<file path="config.mk">
export PLATFORM = sky130hd
export DESIGN_NAME = cmp4_guess_ctrl
export DESIGN_NICKNAME = d
export VERILOG_FILES = /design/src/rtl/cmp4_game_pkg.sv /design/src/rtl/cmp4_guess_ctrl_try_counter.sv /design/src/rtl/cmp4_guess_ctrl.sv
export SDC_FILE = /design/constraint.sdc
export NUM_CORES = 1
export LEC_CHECK = 0
export ABC_AREA = 0
export BUFFER_PORTS_ARGS = -buffer_cell sky130_fd_sc_hd__buf_4
export CELL_PAD_IN_SITES_DETAIL_PLACEMENT = 1
export CELL_PAD_IN_SITES_GLOBAL_PLACEMENT = 2
export CORE_MARGIN = 2
export CORE_UTILIZATION = 28
export DETAILED_ROUTE_END_ITERATION = 7
export HOLD_SLACK_MARGIN = 0.1
export PLACE_DENSITY = 0.79
export RECOVER_POWER = 25
export REMOVE_ABC_BUFFERS = 1
export SLEW_MARGIN = 15
export SYNTH_ARGS = -nofsm -noshare
export SYNTH_HDL_FRONTEND = slang
export SYNTH_SLANG_ARGS = --single-unit
</file>
<file path="constraint.sdc">
create_clock -name clk -period 1.6 [get_ports clk]
set_clock_uncertainty 0.15 [all_clocks]
set_input_delay 0.32 -clock clk [delete_from_list [all_inputs] [get_ports clk]]
set_output_delay 0.32 -clock clk [all_outputs]
set_load 0.03 [all_outputs]
</file>
<file path="src/rtl/cmp4_game_pkg.sv">
// Shared definitions for the comparator guessing game: state encoding,
// parameter legality check and the lt/gt/eq one-hot test.
package cmp4_game_pkg;

  typedef enum logic [2:0] {
    ST_EMPTY = 3'd0,
    ST_READY = 3'd1,
    ST_EVAL  = 3'd2,
    ST_WIN   = 3'd3,
    ST_LOSE  = 3'd4
  } state_e;

  localparam int unsigned MAX_TRIES_MIN = 1;
  localparam int unsigned MAX_TRIES_MAX = 7;

  function automatic bit max_tries_ok(input int unsigned n);
    return (n >= MAX_TRIES_MIN) && (n <= MAX_TRIES_MAX);
  endfunction

  function automatic logic cmp_onehot(input logic lt, input logic gt, input logic eq);
    return $onehot({lt, gt, eq});
  endfunction

endpackage

</file>
<file path="src/rtl/cmp4_guess_ctrl_try_counter.sv">
// Saturating 3-bit try counter with synchronous clear; clear wins over inc.
module try_counter
  import cmp4_game_pkg::*;
#(
  parameter int unsigned MAX = 5
) (
  input  logic       clk_i,
  input  logic       rst_i,
  input  logic       clr_i,
  input  logic       inc_i,
  output logic [2:0] count_o,
  output logic       at_max_o
);

  logic [2:0] cnt_q, cnt_d;

  assign at_max_o = (cnt_q == 3'(MAX));
  assign count_o  = cnt_q;

  always_comb begin
    cnt_d = cnt_q;
    if (clr_i) begin
      cnt_d = '0;
    end else if (inc_i && !at_max_o) begin
      cnt_d = cnt_q + 3'd1;
    end
  end

  always_ff @(posedge clk_i or posedge rst_i) begin
    if (rst_i) begin
      cnt_q <= '0;
    end else begin
      cnt_q <= cnt_d;
    end
  end

endmodule

</file>
<file path="src/rtl/cmp4_guess_ctrl.sv">
// Number-guessing round controller wrapped around an external 4-bit
// comparator: drives its operands, samples lt/gt/eq one cycle later.
module cmp4_guess_ctrl
  import cmp4_game_pkg::*;
#(
  parameter int unsigned MAX_TRIES = 5
) (
  input  logic       clk,
  input  logic       rst,
  input  logic       load_secret,
  input  logic [3:0] secret,
  input  logic       guess_valid,
  input  logic [3:0] guess,
  output logic [3:0] cmp_a,
  output logic [3:0] cmp_b,
  input  logic       cmp_lt,
  input  logic       cmp_gt,
  input  logic       cmp_eq,
  output logic       busy,
  output logic       hint_hi,
  output logic       hint_lo,
  output logic       win,
  output logic       lose,
  output logic [2:0] tries,
  output logic       cmp_err
);

  if (!max_tries_ok(MAX_TRIES)) begin : g_bad_max_tries
    $error("cmp4_guess_ctrl: MAX_TRIES must be in 1..7");
  end

  state_e     state_q;
  logic [3:0] cmp_a_q, cmp_b_q;
  logic       busy_q, hint_hi_q, hint_lo_q, win_q, lose_q, cmp_err_q;
  logic       res_ok, last_try, at_max, cnt_clr, cnt_inc;

  assign res_ok   = cmp_onehot(cmp_lt, cmp_gt, cmp_eq);
  assign last_try = (tries == 3'(MAX_TRIES - 1));
  assign cnt_clr  = load_secret && (state_q != ST_EVAL);
  assign cnt_inc  = (state_q == ST_EVAL) && res_ok;

  try_counter #(.MAX(MAX_TRIES)) u_try_counter (
    .clk_i    (clk),
    .rst_i    (rst),
    .clr_i    (cnt_clr),
    .inc_i    (cnt_inc),
    .count_o  (tries),
    .at_max_o (at_max)
  );

  always_ff @(posedge clk or posedge rst) begin
    if (rst) begin
      state_q   <= ST_EMPTY;
      cmp_a_q   <= '0;
      cmp_b_q   <= '0;
      busy_q    <= 1'b0;
      hint_hi_q <= 1'b0;
      hint_lo_q <= 1'b0;
      win_q     <= 1'b0;
      lose_q    <= 1'b0;
      cmp_err_q <= 1'b0;
    end else begin
      case (state_q)
        ST_EMPTY, ST_READY, ST_WIN, ST_LOSE: begin
          if (load_secret) begin
            cmp_b_q   <= secret;
            hint_hi_q <= 1'b0;
            hint_lo_q <= 1'b0;
            win_q     <= 1'b0;
            lose_q    <= 1'b0;
            state_q   <= ST_READY;
          end else if ((state_q == ST_READY) && guess_valid && !at_max) begin
            cmp_a_q <= guess;
            busy_q  <= 1'b1;
            state_q <= ST_EVAL;
          end
        end
        ST_EVAL: begin
          busy_q <= 1'b0;
          // tries is still the pre-increment value here, hence last_try = MAX-1
          if (!res_ok) begin
            cmp_err_q <= 1'b1;
            state_q   <= ST_READY;
          end else if (cmp_eq) begin
            hint_hi_q <= 1'b0;
            hint_lo_q <= 1'b0;
            win_q     <= 1'b1;
            state_q   <= ST_WIN;
          end else begin
            hint_hi_q <= cmp_gt;
            hint_lo_q <= cmp_lt;
            if (last_try) begin
              lose_q  <= 1'b1;
              state_q <= ST_LOSE;
            end else begin
              state_q <= ST_READY;
            end
          end
        end
        default: begin
          busy_q  <= 1'b0;
          state_q <= ST_EMPTY;
        end
      endcase
    end
  end

  assign cmp_a   = cmp_a_q;
  assign cmp_b   = cmp_b_q;
  assign busy    = busy_q;
  assign hint_hi = hint_hi_q;
  assign hint_lo = hint_lo_q;
  assign win     = win_q;
  assign lose    = lose_q;
  assign cmp_err = cmp_err_q;

endmodule

</file>
# [Word level (Yosys, flattened, before mapping)]
# Cells that the tools add are included.
[word_totals] output_inout_bits=17 register_bits=20 elab_cells=73 in_bits=15
[classes] n_bitwise=2 addsub=3 eq_ne=16 n_mux=25 reduce_logical=17
[ops] cell="3-bit two-way mux" n=7
[ops] cell="2-bit != test (second input constant)" n=7
[ops] cell="1-bit two-way mux" n=13
[ops] cell="3-bit equality test (second input constant)" n=3
[ops] cell="1-bit case mux with 2 select lines" n=4
[ops] cell="3-bit by 2-bit equality test with 1-bit output (second input constant)" n=2
[ops] cell="3-bit case mux with 2 select lines" n=1
[ops] cell="2-bit AND reduction" n=3
[ops] cell="3-bit AND reduction" n=2
[ops] cell="1-bit logical AND" n=5
[ops] cell="5-bit AND reduction" n=1
[ops] cell="4-bit AND reduction" n=1
[ops] cell="2-bit nonzero test" n=2
[ops] cell="4-bit OR reduction" n=1
[ops] cell="3-bit by 1-bit adder with 3-bit output (second input constant)" n=1
[ops] cell="3-bit by 1-bit equality test with 1-bit output (second input constant)" n=1
[ops] cell="3-bit zero test" n=1
[ops] cell="3-bit by 2-bit != test with 1-bit output (second input constant)" n=1
[ops] cell="3-bit != test (second input constant)" n=1
[ops] cell="1-bit by 1-bit adder with 2-bit output" n=1
[ops] cell="2-bit by 1-bit adder with 2-bit output" n=1
[ops] cell="2-bit by 1-bit equality test with 1-bit output (second input constant)" n=1
[ops] cell="1-bit NOT" n=2
[ops] cell="1-bit zero test" n=1

# [Longest topological paths before layout]
# Gate-level depths: netlist of run 1.
[logic_depth] word_depth=7 ltp_mapped=6 mapped_depth_nobuf=5

# [Modules after synthesis]
# A second synthesis of run 1 with hierarchy kept.
[hier_totals] hier_cells=90 area_unflattened_um2=1071.0
[modules_own_cells] mod="cmp4_guess_ctrl" area_each_um2=868.3 n_inst=1 cells_each=72
[modules_own_cells] mod="try_counter" area_each_um2=202.7 n_inst=1 cells_each=18

# [Least setup slack after synthesis of run 1]
# Ideal clock, no wire load.
[synth_path] kind="input to register" startpoint="input cmp_lt" endpoint="register hint_hi_q (netlist: hint_hi)" required_time_ps=1322 arrival_time_ps=1620 setup_slack_ps=-298 setup_ps=128 stages=6 cell_sequence="inv_1 > fa_1 > nor2b_1 > clkbuf_1 > a32oi_2 > mux2_1"
[synth_between] elab_chain_cells=4
[synth_lines] item="start, declared" line_no="cmp4_guess_ctrl.sv:16" rtl="input logic cmp_lt,"
[synth_lines] item="2-bit by 1-bit adder with 2-bit output (not written as such)" line_no="cmp4_game_pkg.sv:21" rtl="return $onehot({lt, gt, eq});"
[synth_lines] item="2-bit by 1-bit equality test with 1-bit output" line_no="cmp4_game_pkg.sv:21"
[synth_lines] item="2-bit != test (no line)"
[synth_lines] item="3-bit AND reduction (no line)"
[synth_lines] item="end signal, assigned" line_no="cmp4_guess_ctrl.sv:90" rtl="hint_hi_q <= cmp_gt;"
[synth_lines] item="end, declared" line_no="cmp4_guess_ctrl.sv:34" rtl="logic busy_q, hint_hi_q, hint_lo_q, win_q, lose_q, cmp_err_q;"
# Every way passes these cells.
# A chain may end at the register's enable or synchronous reset.

# [Final worst setup path of run 1]
[layout_path] startpoint="input cmp_gt" endpoint="register hint_hi_q (netlist: hint_hi)"
[layout_between] elab_chain_cells=5 word_cells_on_any_way=8 classes_between="2 x add/sub; 2 x eq/ne; 3 x mux; 1 x reduce/logical"
[layout_lines] item="start, declared" line_no="cmp4_guess_ctrl.sv:17" rtl="input logic cmp_gt,"
[layout_lines] item="1-bit by 1-bit adder with 2-bit output (not written as such)" line_no="cmp4_game_pkg.sv:21"
[layout_lines] item="2-bit by 1-bit adder with 2-bit output (not written as such)" line_no="cmp4_game_pkg.sv:21"
[layout_lines] item="2-bit by 1-bit equality test with 1-bit output" line_no="cmp4_game_pkg.sv:21"
[layout_lines] item="2-bit != test (no line)"
[layout_lines] item="3-bit AND reduction (no line)"
# Parallel ways exist; a longest one is shown, timed or not. The select of a mux whose other input is x is not followed.

==> results of run 1 <==
## state kept, by name, summed over array words and instances, names as in the netlist
register	count
cmp_a	4
cmp_b	4
state_q	3
u_try_counter.count_o	3
busy	1
cmp_err	1
hint_hi	1
hint_lo	1
lose	1
win	1
## layout make-up
| cell class | instances | area, um^2 |
|---|---|---|
| inverters | 10 | 42.5 |
| flip-flops and latches | 20 | 503 |
| multi-input cells | 59 | 572 |
| clock buffers | 3 | 41.3 |
| repair buffers | 56 | 439 |
| well taps | 48 | 60.1 |
| fillers | 424 | 2000 |
## where the power goes
part / switching (uW) / leakage, uW / internal, uW / total [uW]
clock: 161 / 0.0000216 / 168 / 328
combinational: 331 / 0.000498 / 314 / 645
sequential: 67.4 / 0.000249 / 591 / 659
total: 559 / 0.000768 / 1070 / 1630
## final timing paths
path	start	end	slack [ns]	cells after the start
min in group asynchronous	rst	cmp_b[3]	0.58	4
max in group asynchronous	rst	state_q[1]	0.35	4
setup reg to reg	state_q[0]	hint_lo	0.01	5
hold reg to reg	cmp_err	cmp_err	0.33	1
setup / recovery	cmp_gt	hint_hi	-0.03	6
hold / removal	secret[3]	cmp_b[3]	0.14	2
## worst reg2reg max path, stage by stage (launching register included)
cell and delay, ns:
dfrtp_2 0.46, buf_4 0.17, nor3b_4 0.26, a32oi_2 0.11, buf_4 0.15, a32o_1 0.19
## metrics by stage
| step | TNS, ns | hold slack (ns) | total power, uW | instances | instance area, um^2 |
|---|---|---|---|---|---|
| 6_report | -0.0280 | 0.142 | 1630 | 196 | 1660 |
| 3_3_place_gp | -3.30 | 0.218 | 1200 | 187 | 1470 |
| 3_5_place_dp | -3.63 | 0.226 | 1230 | 187 | 1470 |
| 5_1_grt | -0.317 | 0.140 | 1710 | 196 | 1660 |
| 2_1_floorplan | -2.24 | 0.134 | 975 | 89 | 1030 |
| 4_1_cts | -0.0504 | 0.142 | 1590 | 194 | 1580 |
## logic make-up (layout without fill, tap and decap cells)
logic type,after synthesis,in the layout,synth area share (%)
buf+inv,14,69,6.68
simple gates,24,24,15.0
flops,20,20,46.9
compound gates,21,21,15.4
mux,9,9,9.50
fa+ha+maj,5,5,6.57
## timing repair
action / in CTS / in global routing
setup buffers: 3 / 2
gates resized for setup: 16 / 18
hold buffers: 1 / 0
pin swaps: 3 / 7
hold endpoints to repair: 20 / 0
endpoints found under the setup margin: 14 / 17
## cell usage after synthesis
cell / count
a21o_2: 1
a21oi_1: 4
a2bb2oi_1: 1
a31oi_1: 1
a32o_1: 1
a32oi_1: 1
a32oi_2: 1
and2_1: 1
and3_1: 1
and4b_1: 1
buf_4: 1
buf_6: 2
clkbuf_1: 1
dfrtp_1: 20
fa_1: 1
ha_1: 4
inv_1: 10
mux2_1: 1
mux2_2: 8
nand2_1: 4
nand2b_1: 2
nand3_1: 3
nand3b_1: 1
nand4_1: 2
nor2_1: 1
nor2b_1: 1
nor3_1: 2
nor3b_2: 1
nor3b_4: 1
nor4_1: 1
o21ai_0: 2
o221ai_1: 1
o2bb2ai_1: 1
o311ai_0: 2
o31ai_1: 3
o32ai_1: 1
o41ai_1: 1
or2_2: 1
or3b_4: 1
## routing by layer
| metal | global-route usage [%] | vias up | part of all wire, % |
|---|---|---|---|
| met5 | 0 | - | 0 |
| met4 | 5.21 | 0 | 0.84 |
| met3 | 2.91 | 4 | 3.4 |
| met2 | 24.9 | 20 | 54 |
| met1 | 18.6 | 482 | 42 |
| li1 | - | 449 | - |
==> metrics, run 1 <==
run status complete, but fails checks; violations in the final reports setup timing; Final Hold Vio Count 0; RSZ-0062 raised after global routing true; Total GRT Usage roughly 15%; LEAKAGE ~0.00077 uW; critical path arrival about 1.6 ns; Synth cell types 39; Synth area leaders dfrtp_1, mux2_2, ha_1; PortBufs 31; max_cap viols 0; critical path class primary input to flop; Initial Util between 20% and 30%; initial antenna violation count 0; CTS sink count 20; number of H-tree levels 1; Fmax achieved roughly 0.61 GHz; Final HPWL DP around 2300 um; Avg Inst Size Synth 11.5 um^2; routed wire length approximately 3100 um; max_slew headroom between 60% and 70%; die area about 4300 um^2; Synth Instances slightly above 90; GP Congestion ~0.81; vias in the first global route between 1000 and 1500; fin crit share 102%; clock root buffer clkbuf_8; Post-Syn Area 1070 um^2; Critical Path Fanout Max 4; most frequent cells in the layout buf_4, dfrtp_1, inv_1, mux2_4; largest net degree at the start of global routing 21; area grow syn2layout 55.3%; CTS Buf Count 3; gr ovfl total 0; DR WL/cell roughly 16 um; crit path time final 1.63 ns; fraction of synthesized cell area taken by the top area cell type 46.9%; Core Rows 22; crit-path cells buf_8 > inv_4 > fa_2 > nor2b_4 > a32oi_2 > mux2_4; Ys Warns 0; Final Max Slew Viols 0; DRC violation count after routing 0; fraction of layout cells with a size suffix above 1 between 60% and 70%; final core occ about 45%; Initial DRC Count 13; synthesized flop and latch total 20; Synth area leader dfrtp_1; pin slew with the least headroom to its limit around 0.50 ns; I/O pins 32; clk buf depth 2; TritonRoute pass-1 iters 4; Hold WC Path Type primary input to flop; WP buf/inv 2; Routed Antenna Nets 0; highest-delay cell along the critical path fa_2; Clock Pin Slew Worst Setup and Hold Paths approximately 0.07 ns; Top Family by Delay on Critical Path adder cells; routed vias/inst 4.87; Final #Nets 170; Setup violations, final 1; commonest non-fill, non-tap cell in the layout buf_4; crit path launch type primary input; pwr/cell area just under 1000 nW/um^2; first-pass GRT wire length between 4000 and 5000 um; Crit. End Element flop; TritonCTS clock tree done; core area ~3700 um^2; via count around 960; Worst-Skew Late Latency roughly 0.26 ns; chip width between 60 and 70 um; worst setup margin -0.0280 ns; ANT cells 0; Seq/Total Area, Yosys ~47%; dpl ws -0.381 ns; worst vdd ir around 430 uV; crit-path max cell delay around 0.60 ns; CP required 1.60 ns; die height approximately 66 um
Note: power is estimated with default switching activity, not from simulation.
==> run 2, diff against run 1 <==
BUFFER_PORTS_ARGS = -buffer_cell sky130_fd_sc_hd__buf_2   (was -buffer_cell sky130_fd_sc_hd__buf_4)
SKIP_CTS_REPAIR_TIMING = 1   (was unset)
==> run 2 against run 1 <==
Net effect:
- the run still ends with setup timing left
- flip-flop and latch count is the same
- combinational power shrank 11%
- sequential share of layout area grew 1.7 points
- final cell count is the same
- via count shrank 2.1%
==> metrics, run 2 (synthesis gave the netlist of run 1 again) <==
run status complete, but fails checks; violations in the final reports setup timing; number of H-tree levels 1 (unchanged); vias in the first global route 973 (-6.7%); Hold WC Path Type primary input to flop; PortBufs 31 (unchanged); routed wire length 2920 um (-5.0%); clk buf depth 2 (unchanged); Worst R2R Path Depth 5 (unchanged); RSZ-0062 raised after global routing true; TritonCTS clock tree done; Critical Path Fanout Max 4 (unchanged); TritonRoute pass-1 iters 4 (unchanged); fin crit share 101% (-0.67 points); fraction of layout cells with a size suffix above 1 58.8% (-1.4 points); register area 503 um^2 (unchanged); placed insts 187 (unchanged); Total GRT Usage 14.1% (-0.67 points); Final HPWL DP 2190 um (-3.1%); Hold Path End cmp_a[0]; pwr/cell area 1030 nW/um^2 (+4.9%); via count 935 (-2.1%); initial antenna violation count 0 (unchanged); CP required 1.60 ns (about the same); Reg2Reg Launch Point u_try_counter.count_o[1]; dpl ws -0.375 ns (+0.00638 ns); area grow syn2layout 46.9%; most frequent cells in the layout buf_2, buf_4, dfrtp_1; commonest non-fill, non-tap cell in the layout buf_2; Worst Hold Depth 2 (unchanged); CTS sink count 20 (unchanged); Routed Antenna Nets 0 (unchanged); Clock Pin Slew Worst Setup and Hold Paths 0.08 ns (about the same); Final Hold Vio Count 0 (unchanged); routed vias/inst 4.77 (-2.1%); largest net degree at the start of global routing 21 (unchanged); Final #Nets 169 (-0.59%); non-filler instance count after layout 196 (unchanged); Fmax achieved 0.618 GHz (+0.66%); Final TNS setup -0.0202 ns (+0.00783 ns); GP Congestion 0.761 (-6.5%); I/O pins 32 (unchanged); Worst-Skew Late Latency 0.26 ns (about the same); crit path launch type primary input; DRC violation count after routing 0 (unchanged); core area 3660 um^2 (unchanged); first-pass GRT wire length 4620 um (-5.1%); Setup violations, final 2 (+1); critical path class primary input to flop; chip width 65.7 um (unchanged); die height 65.7 um (unchanged); Final Max Slew Viols 0 (unchanged); reg2reg setup slack 0 ns (about the same); die area 4320 um^2 (unchanged); Fillers 413 (-2.6%); crit path time final 1.62 ns (-0.0107 ns); clock root buffer clkbuf_8; Hold Crit Start guess[0]; LEAKAGE 0.000761 uW (-0.95%); critical path arrival 1.61 ns (about the same); pin slew with the least headroom to its limit 0.532 ns (+0.0333 ns); worst setup margin -0.0173 ns (+0.0107 ns); worst vdd ir 507 uV (+19%); Crit. End Element flop; max_cap viols 0 (unchanged); DR WL/cell 14.9 um (-5.0%); Reg2Reg Capture Point cmp_a[2]; gr ovfl total 0 (unchanged); hold_ws 0.134 ns (-0.00820 ns); Core Rows 22 (unchanged); Tot Pwr 1620 uW (-0.79%); CTS Buf Count 3 (unchanged); Initial DRC Count 6 (-7); Initial Util 29.2% (unchanged); ANT cells 0 (unchanged); max_slew headroom 64.6% (-2.2 points); area of the multi-input gates 558 um^2 (-2.4%)
-- run 2: how the worst max path moves through the flow --
stage / cells after the start / end / startpoint
after global placement: 6 / hint_hi / cmp_lt
after global routing: 5 / cmp_a[2] / u_try_counter.count_o[1]
after floorplan: 5 / hint_hi / cmp_lt
final: 6 / hint_hi / cmp_eq
after CTS: 5 / cmp_a[0] / u_try_counter.count_o[1]
after detailed placement: 6 / hint_hi / cmp_lt
-- run 2: critical path, cell delays in order --
cell,delay [ns]
buf_8,0.08
inv_4,0.03
fa_2,0.59
nor2b_4,0.06
a32oi_2,0.21
mux2_4,0.33
-- run 2: through the flow --
stage                     util, %  instance area (um^2)
after floorplan                 -                  1030
after detailed placement     38.0                  1390
after global routing         42.8                  1570
after global placement       38.0                  1390
after CTS                    39.5                  1450
final                        42.8                  1570
-- run 2: final cells by class --
class | count | area share [%]
clock buffer | 4 | 3.51
inverter | 10 | 2.55
multi-input combinational | 59 | 35.6
sequential | 20 | 32.1
tap | 48 | 3.83
timing repair buffer | 55 | 22.4
-- run 2: layer usage --
metal	wire (um)	GRT usage (%)	share of wire [%]
met2	1540	23.7	53
met4	18	3.13	0.62
met5	0	0	0
met3	109	3.42	3.7
met1	1260	18.1	43
-- run 2: power breakdown --
part | internal, uW | switching, uW
clock network | 219 | 173
logic | 250 | 324
registers | 591 | 62.5
total | 1060 | 560
==> run 3, diff against run 2 <==
PLACE_DENSITY = unset   (was 0.79)
PLACE_DENSITY_LB_ADDON = 0.05   (was unset)
==> run 3 against run 2 <==
Net effect:
- the run still ends with setup timing left
- register-to-register slack improved by 0.02 ns
- routed wire length fell by 1.8%
- cell area rose by 1.3%
- clock-buffer cell count did not move
- maximum frequency rose by 0.58%
- first-iteration DRC count rose to 3.2 times the previous value
- worst setup slack improved by 0.0094 ns
- die area did not move
- global-route usage fell by 0.95 points
- utilization rose by 0.55 points
- largest cell class unchanged
- largest power group unchanged
==> metrics, run 3 (synthesis gave the netlist of run 1 again) <==
Initial DRC Count 19 (+13); Clock Pin Slew Worst Setup and Hold Paths 0.08 ns (about the same); core area 3660 um^2 (unchanged); gr ovfl total 0 (unchanged); critical path class primary input to flop; initial antenna violation count 0 (unchanged); chip width 65.7 um (unchanged); commonest non-fill, non-tap cell in the layout buf_2; Top Family by Delay on Critical Path adder cells; PortBufs 31 (unchanged); LEAKAGE 0.000734 uW (-3.5%); Pint 1040 uW (-1.7%); Clock Power Share 24.4% (+0.2 points); run status complete, but fails checks; Routed Antenna Nets 0 (unchanged); number of H-tree levels 1 (unchanged); routed vias/inst 4.82 (+1.1%); via count 936 (+0.11%); clk buf depth 2 (unchanged); fraction of layout cells with a size suffix above 1 62.3% (+3.5 points); crit path time final 1.61 ns (-0.00936 ns); die area 4320 um^2 (unchanged); sw power 556 uW (-0.55%); largest net degree at the start of global routing 21 (unchanged); crit-path max cell delay 0.59 ns (about the same); placed cell area 1400 um^2 (+0.54%); Fmax achieved 0.622 GHz (+0.58%); CP required 1.60 ns (about the same); pin slew with the least headroom to its limit 0.524 ns (-0.00774 ns); vias in the first global route 913 (-6.2%); area grow syn2layout 48.8%; Initial Util 29.2% (unchanged); Setup violations, final 1 (-1); Core Rows 22 (unchanged); worst vdd ir 358 uV (-29%); critical path arrival 1.61 ns (about the same); CTS sink count 20 (unchanged); Final HPWL DP 2110 um (-3.9%); crit-path cells buf_8 > inv_4 > fa_2 > nor2b_4 > a32oi_2 > mux2_4; Worst-Skew Late Latency 0.26 ns (about the same); ANT cells 0 (unchanged); first-pass GRT wire length 4210 um (-8.8%); Flop pwr share 39.9% (-0.4 points); highest-delay cell along the critical path fa_2; RSZ-0062 raised after global routing true; Tot Pwr 1600 uW (-1.3%); Finished Cell Area 1590 um^2 (+1.3%); pwr/cell area 1010 nW/um^2 (-2.5%); Critical Path Fanout Max 4 (unchanged); Final Max Slew Viols 0 (unchanged); GP Congestion 0.757 (-0.56%); die height 65.7 um (unchanged); reg2reg setup slack 0.02 ns (+0.02 ns); fin crit share 100% (-0.58 points); routed wire length 2870 um (-1.8%); TritonRoute pass-1 iters 4 (unchanged); crit path launch type primary input; worst setup margin -0.00789 ns (+0.00936 ns); violations in the final reports setup timing; max_cap viols 0 (unchanged); clock root buffer clkbuf_8; Final #Nets 167 (-1.2%); TritonCTS clock tree done; CTS Buf Count 3 (unchanged); I/O pins 32 (unchanged); Final Hold Vio Count 0 (unchanged); Switching Fraction 34.8% (+0.25 points); most frequent cells in the layout buf_2, buf_4, dfrtp_1; max_slew headroom 65.1% (+0.52 points); Total GRT Usage 13.1% (-0.95 points); DRC violation count after routing 0 (unchanged); WP buf/inv 2 (unchanged); Hold WC Path Type primary input to flop; DR WL/cell 14.8 um (-0.84%); Logic pwr share 35.6% (about the same); Crit. End Element flop
run 3: final timing paths:
path                                             to  cells past startpoint       start
max                                         hint_hi                      6      cmp_eq
min                                        cmp_b[0]                      2   secret[0]
max reg2reg                u_try_counter.count_o[2]                      4  state_q[0]
min reg2reg                                 cmp_err                      1     cmp_err
max in group asynchronous                state_q[1]                      4         rst
min in group asynchronous                  cmp_a[1]                      4         rst
run 3: power by group through the flow:
stage	Clock (uW)	Sequential (uW)	Combinational, uW
after floorplan	0	810	165
after global placement	0	643	513
after detailed placement	0	647	521
after CTS	404	637	523
after global routing	425	653	608
final	391	638	570
run 3: area by class of cell:
cell class,count,area [um^2]
Sequential cell,20,503
Multi-Input combinational cell,59,596
Clock buffer,4,55.1
Tap cell,48,60.1
Inverter,10,40.0
Timing Repair Buffer,53,334
Fill cell,411,2070
run 3: worst reg2reg max path, delay by kind of cell (launching register included):
| family | cells | cell delay [ns] |
|---|---|---|
| AND/OR/NAND/NOR | 3 | 0.76 |
| buffers and inverters | 1 | 0.17 |
| flip-flops | 1 | 0.38 |
run 3: metal layers:
layer / part of all wire [%] / GRT usage, % / up-vias
li1: - / - / 443
met1: 48 / 17.9 / 470
met2: 47 / 21.0 / 19
met3: 3.6 / 2.05 / 4
met4: 1.0 / 4.69 / 0
met5: 0 / 0 / -
run 3: metrics by stage:
| stage | util, % | setup TNS [ns] | hold WS [ns] | worst slack [ns] | instances |
|---|---|---|---|---|---|
| after CTS | 39.7 | -0.774 | -0.0656 | -0.0743 | 192 |
| after global placement | 38.2 | -2.79 | 0.212 | -0.332 | 188 |
| after detailed placement | 38.2 | -3.20 | 0.219 | -0.353 | 188 |
| after global routing | 43.4 | -0.379 | 0.133 | -0.0523 | 194 |
| after floorplan | - | -2.24 | 0.134 | -0.279 | 89 |
| final | 43.4 | -0.00789 | 0.139 | -0.00789 | 194 |
